<file path="src/rtl/mips_pkg.sv">
// Shared widths and MEM-stage FSM encoding for the MIPS pipeline blocks.
package mips_pkg;

  localparam int DATA_W = 32;
  localparam int REG_W  = 5;

  typedef enum logic {
    IDLE = 1'b0,
    BUSY = 1'b1
  } mem_state_e;

endpackage

</file>
<file path="src/rtl/mem_wb_reg.sv">
// MEM/WB pipeline register. Loads every cycle; a bubble forces all fields to zero.
module mem_wb_reg #(
  parameter int DATA_W = 32,
  parameter int REG_W  = 5
) (
  input  logic              Clk,
  input  logic              Rst_n,
  input  logic              bubble,
  input  logic              reg_write_in,
  input  logic              mem_to_reg_in,
  input  logic [DATA_W-1:0] alu_result_in,
  input  logic [DATA_W-1:0] read_data_in,
  input  logic [REG_W-1:0]  write_reg_in,
  output logic              reg_write_w,
  output logic              mem_to_reg_w,
  output logic [DATA_W-1:0] alu_result_w,
  output logic [DATA_W-1:0] read_data_w,
  output logic [REG_W-1:0]  write_reg_w
);

  logic              reg_write_q,  reg_write_d;
  logic              mem_to_reg_q, mem_to_reg_d;
  logic [DATA_W-1:0] alu_result_q, alu_result_d;
  logic [DATA_W-1:0] read_data_q,  read_data_d;
  logic [REG_W-1:0]  write_reg_q,  write_reg_d;

  // Select incoming fields or an all-zero bubble.
  always_comb begin
    reg_write_d  = reg_write_in;
    mem_to_reg_d = mem_to_reg_in;
    alu_result_d = alu_result_in;
    read_data_d  = read_data_in;
    write_reg_d  = write_reg_in;
    if (bubble) begin
      reg_write_d  = 1'b0;
      mem_to_reg_d = 1'b0;
      alu_result_d = '0;
      read_data_d  = '0;
      write_reg_d  = '0;
    end
  end

  // Pipeline register with asynchronous clear.
  always_ff @(posedge Clk or negedge Rst_n) begin
    if (!Rst_n) begin
      reg_write_q  <= 1'b0;
      mem_to_reg_q <= 1'b0;
      alu_result_q <= '0;
      read_data_q  <= '0;
      write_reg_q  <= '0;
    end else begin
      reg_write_q  <= reg_write_d;
      mem_to_reg_q <= mem_to_reg_d;
      alu_result_q <= alu_result_d;
      read_data_q  <= read_data_d;
      write_reg_q  <= write_reg_d;
    end
  end

  assign reg_write_w  = reg_write_q;
  assign mem_to_reg_w = mem_to_reg_q;
  assign alu_result_w = alu_result_q;
  assign read_data_w  = read_data_q;
  assign write_reg_w  = write_reg_q;

endmodule

</file>
<file path="src/rtl/mem_access_stage.sv">
// MEM-stage controller: drives a variable-latency data memory, stalls the
// front of the pipeline while an access is outstanding, and fills MEM/WB.
//
// Memory handshake: DMemReq is a level that stays high from the first BUSY
// cycle until the cycle DMemAck is seen (or the timeout fires). Address,
// write data and write enable are registered and stable while DMemReq is
// high. DMemAck is only meaningful while DMemReq is high; an ack in IDLE is
// ignored. The access completes on the edge at which DMemReq && DMemAck.
module mem_access_stage
  import mips_pkg::*;
#(
  parameter int DATA_W  = mips_pkg::DATA_W,
  parameter int REG_W   = mips_pkg::REG_W,
  parameter int TIMEOUT = 255
) (
  input  logic              Clk,
  input  logic              Rst_n,
  input  logic              MemReadM,
  input  logic              MemWriteM,
  input  logic              MemToRegM,
  input  logic              RegWriteM,
  input  logic [DATA_W-1:0] ALUresultM,
  input  logic [DATA_W-1:0] ReadData2M,
  input  logic [REG_W-1:0]  WriteRegM,
  output logic              StallM,
  output logic              DMemReq,
  output logic              DMemWe,
  output logic [DATA_W-1:0] DMemAddr,
  output logic [DATA_W-1:0] DMemWData,
  input  logic              DMemAck,
  input  logic [DATA_W-1:0] DMemRData,
  output logic              RegWriteW,
  output logic              MemToRegW,
  output logic [DATA_W-1:0] ALUresultW,
  output logic [DATA_W-1:0] ReadDataW,
  output logic [REG_W-1:0]  WriteRegW,
  output logic              MisalignErr,
  output logic              BusErr,
  output mem_state_e        DbgState
);

  localparam int CNT_W = (TIMEOUT > 1) ? $clog2(TIMEOUT) : 1;

  mem_state_e        state_q, state_d;
  logic [CNT_W-1:0]  cnt_q, cnt_d;
  logic [DATA_W-1:0] addr_q, addr_d;
  logic [DATA_W-1:0] wdata_q, wdata_d;
  logic              we_q, we_d;
  logic              cap_rw_q, cap_rw_d;
  logic              cap_m2r_q, cap_m2r_d;
  logic [REG_W-1:0]  cap_wreg_q, cap_wreg_d;
  logic              misalign_q, misalign_d;
  logic              buserr_q, buserr_d;

  logic              access;
  logic              misaligned;
  logic              wb_bubble;
  logic              wb_rw;
  logic              wb_m2r;
  logic [DATA_W-1:0] wb_alu;
  logic [DATA_W-1:0] wb_rdata;
  logic [REG_W-1:0]  wb_wreg;

  assign access     = MemReadM | MemWriteM;
  assign misaligned = (ALUresultM[1:0] != 2'b00);

  // Next-state, capture, stall and MEM/WB source selection.
  always_comb begin
    state_d    = state_q;
    cnt_d      = cnt_q;
    addr_d     = addr_q;
    wdata_d    = wdata_q;
    we_d       = we_q;
    cap_rw_d   = cap_rw_q;
    cap_m2r_d  = cap_m2r_q;
    cap_wreg_d = cap_wreg_q;
    misalign_d = 1'b0;
    buserr_d   = buserr_q;
    StallM     = 1'b0;
    wb_bubble  = 1'b1;
    wb_rw      = RegWriteM;
    wb_m2r     = MemToRegM;
    wb_alu     = ALUresultM;
    wb_rdata   = '0;
    wb_wreg    = WriteRegM;

    case (state_q)
      IDLE: begin
        if (!access) begin
          wb_bubble = 1'b0;
        end else if (misaligned) begin
          misalign_d = 1'b1;
        end else begin
          // A store wins when both read and write are flagged.
          StallM     = 1'b1;
          addr_d     = ALUresultM;
          wdata_d    = ReadData2M;
          we_d       = MemWriteM;
          cap_rw_d   = RegWriteM;
          cap_m2r_d  = MemToRegM;
          cap_wreg_d = WriteRegM;
          cnt_d      = '0;
          state_d    = BUSY;
        end
      end
      BUSY: begin
        if (DMemAck) begin
          wb_bubble = 1'b0;
          wb_rw     = cap_rw_q;
          wb_m2r    = cap_m2r_q;
          wb_alu    = addr_q;
          wb_rdata  = we_q ? '0 : DMemRData;
          state_d   = IDLE;
        end else begin
          StallM = 1'b1;
          if (cnt_q == CNT_W'(TIMEOUT - 1)) begin
            // Abandon the access; the instruction is dropped.
            buserr_d = 1'b1;
            cnt_d    = '0;
            state_d  = IDLE;
          end else begin
            cnt_d = cnt_q + CNT_W'(1);
          end
        end
      end
      default: state_d = IDLE;
    endcase
  end

  // FSM, counter, request capture and error flags.
  always_ff @(posedge Clk or negedge Rst_n) begin
    if (!Rst_n) begin
      state_q    <= IDLE;
      cnt_q      <= '0;
      addr_q     <= '0;
      wdata_q    <= '0;
      we_q       <= 1'b0;
      cap_rw_q   <= 1'b0;
      cap_m2r_q  <= 1'b0;
      cap_wreg_q <= '0;
      misalign_q <= 1'b0;
      buserr_q   <= 1'b0;
    end else begin
      state_q    <= state_d;
      cnt_q      <= cnt_d;
      addr_q     <= addr_d;
      wdata_q    <= wdata_d;
      we_q       <= we_d;
      cap_rw_q   <= cap_rw_d;
      cap_m2r_q  <= cap_m2r_d;
      cap_wreg_q <= cap_wreg_d;
      misalign_q <= misalign_d;
      buserr_q   <= buserr_d;
    end
  end

  assign DMemReq     = (state_q == BUSY);
  assign DMemWe      = we_q;
  assign DMemAddr    = addr_q;
  assign DMemWData   = wdata_q;
  assign MisalignErr = misalign_q;
  assign BusErr      = buserr_q;
  assign DbgState    = state_q;

  mem_wb_reg #(
    .DATA_W (DATA_W),
    .REG_W  (REG_W)
  ) u_mem_wb (
    .Clk           (Clk),
    .Rst_n         (Rst_n),
    .bubble        (wb_bubble),
    .reg_write_in  (wb_rw),
    .mem_to_reg_in (wb_m2r),
    .alu_result_in (wb_alu),
    .read_data_in  (wb_rdata),
    .write_reg_in  (wb_wreg),
    .reg_write_w   (RegWriteW),
    .mem_to_reg_w  (MemToRegW),
    .alu_result_w  (ALUresultW),
    .read_data_w   (ReadDataW),
    .write_reg_w   (WriteRegW)
  );

endmodule

</file>
<file path="config.mk">
export PLATFORM = sky130hd
export DESIGN_NAME = mem_access_stage
export DESIGN_NICKNAME = d
export VERILOG_FILES = /design/src/rtl/mips_pkg.sv /design/src/rtl/mem_wb_reg.sv /design/src/rtl/mem_access_stage.sv
export SDC_FILE = /design/constraint.sdc
export NUM_CORES = 1
export LEC_CHECK = 0
export BUFFER_PORTS_ARGS = -buffer_cell sky130_fd_sc_hd__clkbuf_2
export CELL_PAD_IN_SITES_DETAIL_PLACEMENT = 1
export CELL_PAD_IN_SITES_GLOBAL_PLACEMENT = 1
export CORE_MARGIN = 1.5
export CORE_UTILIZATION = 36
export CTS_CLUSTER_SIZE = 24
export DETAILED_ROUTE_END_ITERATION = 16
export PLACE_DENSITY_LB_ADDON = 0.1
export SLEW_MARGIN = 40
export SYNTH_ARGS = -nofsm -noshare
export SYNTH_HDL_FRONTEND = slang
export SYNTH_SLANG_ARGS = --single-unit
</file>
<file path="constraint.sdc">
create_clock -name Clk -period 2.35 [get_ports Clk]
set_clock_uncertainty 0.15 [all_clocks]
set_input_delay 0 -clock Clk [delete_from_list [all_inputs] [get_ports Clk]]
set_output_delay 0 -clock Clk [all_outputs]
set_load 0.05 [all_outputs]
</file>
==> results by group <==
Power
  • Combinational share of power: approximately 29%
  • NetSw: 3.06 mW
  • Internal power contribution: between 5 and 6 mW
  • Worst ir drop on vdd: approximately 0.00051 V
  • PD cells: around 1000 nW/um^2
  • Net Sw Frac: 35.4%
  • Fraction of power consumed by sequential logic: 36.7%
  • Power, Total: 8.64 mW
  • Clk network pwr share: between 30% and 40%
  • LEAKAGE: around 4.5 nW

Timing
  • Final Critical Period: around 2.2 ns
  • Max Slew Vio Count: 0
  • Worst slew margin: a little under three fifths
  • RSZ-0062 raised after global routing: false
  • TNS Setup: 0 ns
  • Hold Violations, Final: 0
  • Worst slew pin tran: around 0.65 ns
  • Final setup fails: 0
  • Fin crit share: between 90% and 100%
  • Fmax achieved: between 0.4 and 0.5 GHz
  • Hold_ws: between 0.0007 and 0.0008 ns

GRT
  • Total gr overflow: 0
  • Initial antenna violation count: 0
  • All-Layer GR Usage: between 20% and 30%
  • First-pass GRT wire length: around 28000 um
  • Vias in the first global route: 5450
  • Pin count of the biggest net entering global routing: 70

Die
  • Core Area: between 15000 and 20000 sq um
  • Top-Level Pins: approximately 250
  • Die footprint: 16300 sq um
  • Rows: 45
  • Die width: between 100 and 150 um
  • Die Ht: around 130 um
  • Initial Utilization: approximately 37%

Critical path
  • Worst endpoint required time: around 2.5 ns
  • Startpoint Class: register
  • CP endpoint kind: register
  • Reg2Reg Setup Slack: between 0.1 and 0.15 ns
  • Max FO, Critical Path: 28
  • WS Path Type: reg2reg
  • Arr. time, crit path: about 2.4 ns

CTS
  • Num CTS Buffers: 17
  • # clock sinks: roughly 150
  • Postcts setup bufs: 0
  • Cts hold-fix bufs: ~110
  • CTS max path bufs: 2
  • CTS tree: built
  • Post-CTS Resized: 0
  • Clk_lat worst skew: 0.42 ns
  • H-Tree Depth: 4
  • Reg clk slew, reported paths: approximately 0.06 ns
  • Clk root buf: clkbuf_16

Layout
  • Area Growth Syn to Fin: 57.4%
  • Share of layout cells above drive strength 1: between 40% and 50%
  • Cell area after layout: 8800 sq um
  • Total Nets Final: approximately 900
  • Filler cells: 1639
  • ANT cells: 0
  • Area occupied by registers: between 3000 and 4000 sq um
  • Area used by multi-input combinational logic: approximately 1700 sq um

Placement
  • Hpwl dp: around 11000 um
  • Port Buf Inserts: about 250
  • GPL Wtd Cong: 0.736
  • Cell Area, Placed: around 7000 sq um

Logic synthesis
  • Post-Synthesis Cell Area: about 5600 sq um
  • Syn_nets: roughly 540
  • Sequential-to-total area share from yosys stat: about two thirds
  • Share of the synthesized area in the top cell type: between 60 and 70%
  • Cell count after synthesis: 433
  • Flops & latches, synth: 149
  • Top post-synthesis cells by area: dfrtp_1, mux2_2, nand2_1
  • Synth area leader: dfrtp_1
  • Synth unique cells: 31
  • Synthesis Warnings: 0
  • Mapped Avg Cell Area: ~13 sq um

Job
  • Max-capacitance violation count: 0

Routing
  • Vias per cell: between 4 and 5
  • Router iterations before antenna repair: 5
  • Routed length per instance: 17.7 um
  • WL final: around 18000 um
  • Vias: approximately 4800
  • DRT antenna net count: 0
  • Initial drt markers: between 200 and 250
  • Residual DRC: 0

Hold path
  • Hold Crit Class: in2async

Status
  • Outcome: finished clean
[worst paths after layout]
kind / from / end / depth (start not counted)
worst max-delay path: DMemReq$_DFF_PN0_ / DMemAddr[1]$_DFFE_PN0P_ / 5
worst min-delay path: Rst_n / DMemAddr[0]$_DFFE_PN0P_ / 2
worst max register to register: DMemReq$_DFF_PN0_ / DMemAddr[1]$_DFFE_PN0P_ / 5
worst min register to register: BusErr$_DFFE_PN0P_ / BusErr$_DFFE_PN0P_ / 1
max in group asynchronous: Rst_n / u_mem_wb.write_reg_w[4]$_DFF_PN0_ / 3
min in group Clk: DMemRData[31] / u_mem_wb.read_data_w[31]$_DFF_PN0_ / 3
[cell type report]
class,instances,share of cell area [%]
Clock buffer,24,5.82
Clock inverter,8,1.62
Inverter,5,0.213
Multi-Input combinational cell,256,19.6
Sequential cell,149,42.4
Tap cell,188,2.67
Timing Repair Buffer,365,27.7
[synth_stat cells, drive strengths merged]
cell	instances
nand2	75
nand3	3
ha	2
nor2	4
inv	5
nand4	3
or4	1
and3	1
nor3	2
nor2b	8
o211ai	2
a32o	1
nand2b	3
o21ai	6
or3	2
o31a	1
o21bai	2
a21oi	38
or2	1
mux2i	1
a41oi	1
and4	1
clkbuf	11
and2	33
dfrtp	149
mux2	65
buf	12
[cells in the final DEF (no fill, tap or decap), drive strengths merged, types with 2 or more instances in the layout]
cell type    synthesis  final
nand3                3      3
dfrtp              149    149
nor2b                8      8
nor2                 4      4
or3                  2      2
dlygate4sd3          0    108
ha                   2      2
and2                33     33
nor3                 2      2
mux2                65     65
o21ai                6      6
inv                  5      5
o211ai               2      2
nand4                3      3
clkinv               0      3
buf                 12     10
a21oi               38     38
nand2b               3      3
bufinv               0      4
nand2               75     75
clkbuf              11    271
o21bai               2      2
[power groups by stage]
stage | registers [mW] | clock network, mW | logic [mW]
global route | 3.23 | 3.16 | 2.61
finish | 3.17 | 2.99 | 2.48
CTS | 3.17 | 3.04 | 2.48
detailed placement | 3.21 | 0 | 2.33
floorplan | 4.37 | 0 | 0.468
global placement | 3.18 | 0 | 2.29
[cell families after synthesis]
family	after synthesis	synth area share, %
flops	149	66.7
fa+ha+maj	2	0.448
compound gates	51	4.97
simple gates	137	12.0
mux	66	13.3
buf+inv	28	2.64
[critical path, stage by stage (launching register included)]
cell,delay (ns)
dfrtp_1,0.47
o21bai_1,0.27
nor3_4,0.25
buf_12,0.24
dlygate4sd3_1,0.65
nor2b_1,0.07
[state kept, by name, summed over array words and instances (netlist names)]
name,flops
cnt_q,8
u_mem_wb.write_reg_w,5
DMemWe,1
u_mem_wb.read_data_w,32
DMemAddr,32
u_mem_wb.reg_write_w,1
cap_rw_q,1
u_mem_wb.alu_result_w,32
BusErr,1
u_mem_wb.mem_to_reg_w,1
MisalignErr,1
DMemReq,1
cap_m2r_q,1
DMemWData,32
[metal layers]
layer	global-route usage, %	routed length, um	up-vias
li1	-	-	2164
met1	25.2	6560	2386
met5	0	0	-
met2	41.0	9400	173
met3	7.08	1160	31
met4	9.98	460	0
[per-stage QoR]
step	util (%)	setup slack, ns	instances
floorplan	-	0.337	433
global placement	46.4	0.480	854
detailed placement	46.5	0.420	855
CTS	57.9	0.114	995
global route	57.9	0.0451	995
finish	57.9	0.129	995
Note: power is estimated with default switching activity, not from simulation.
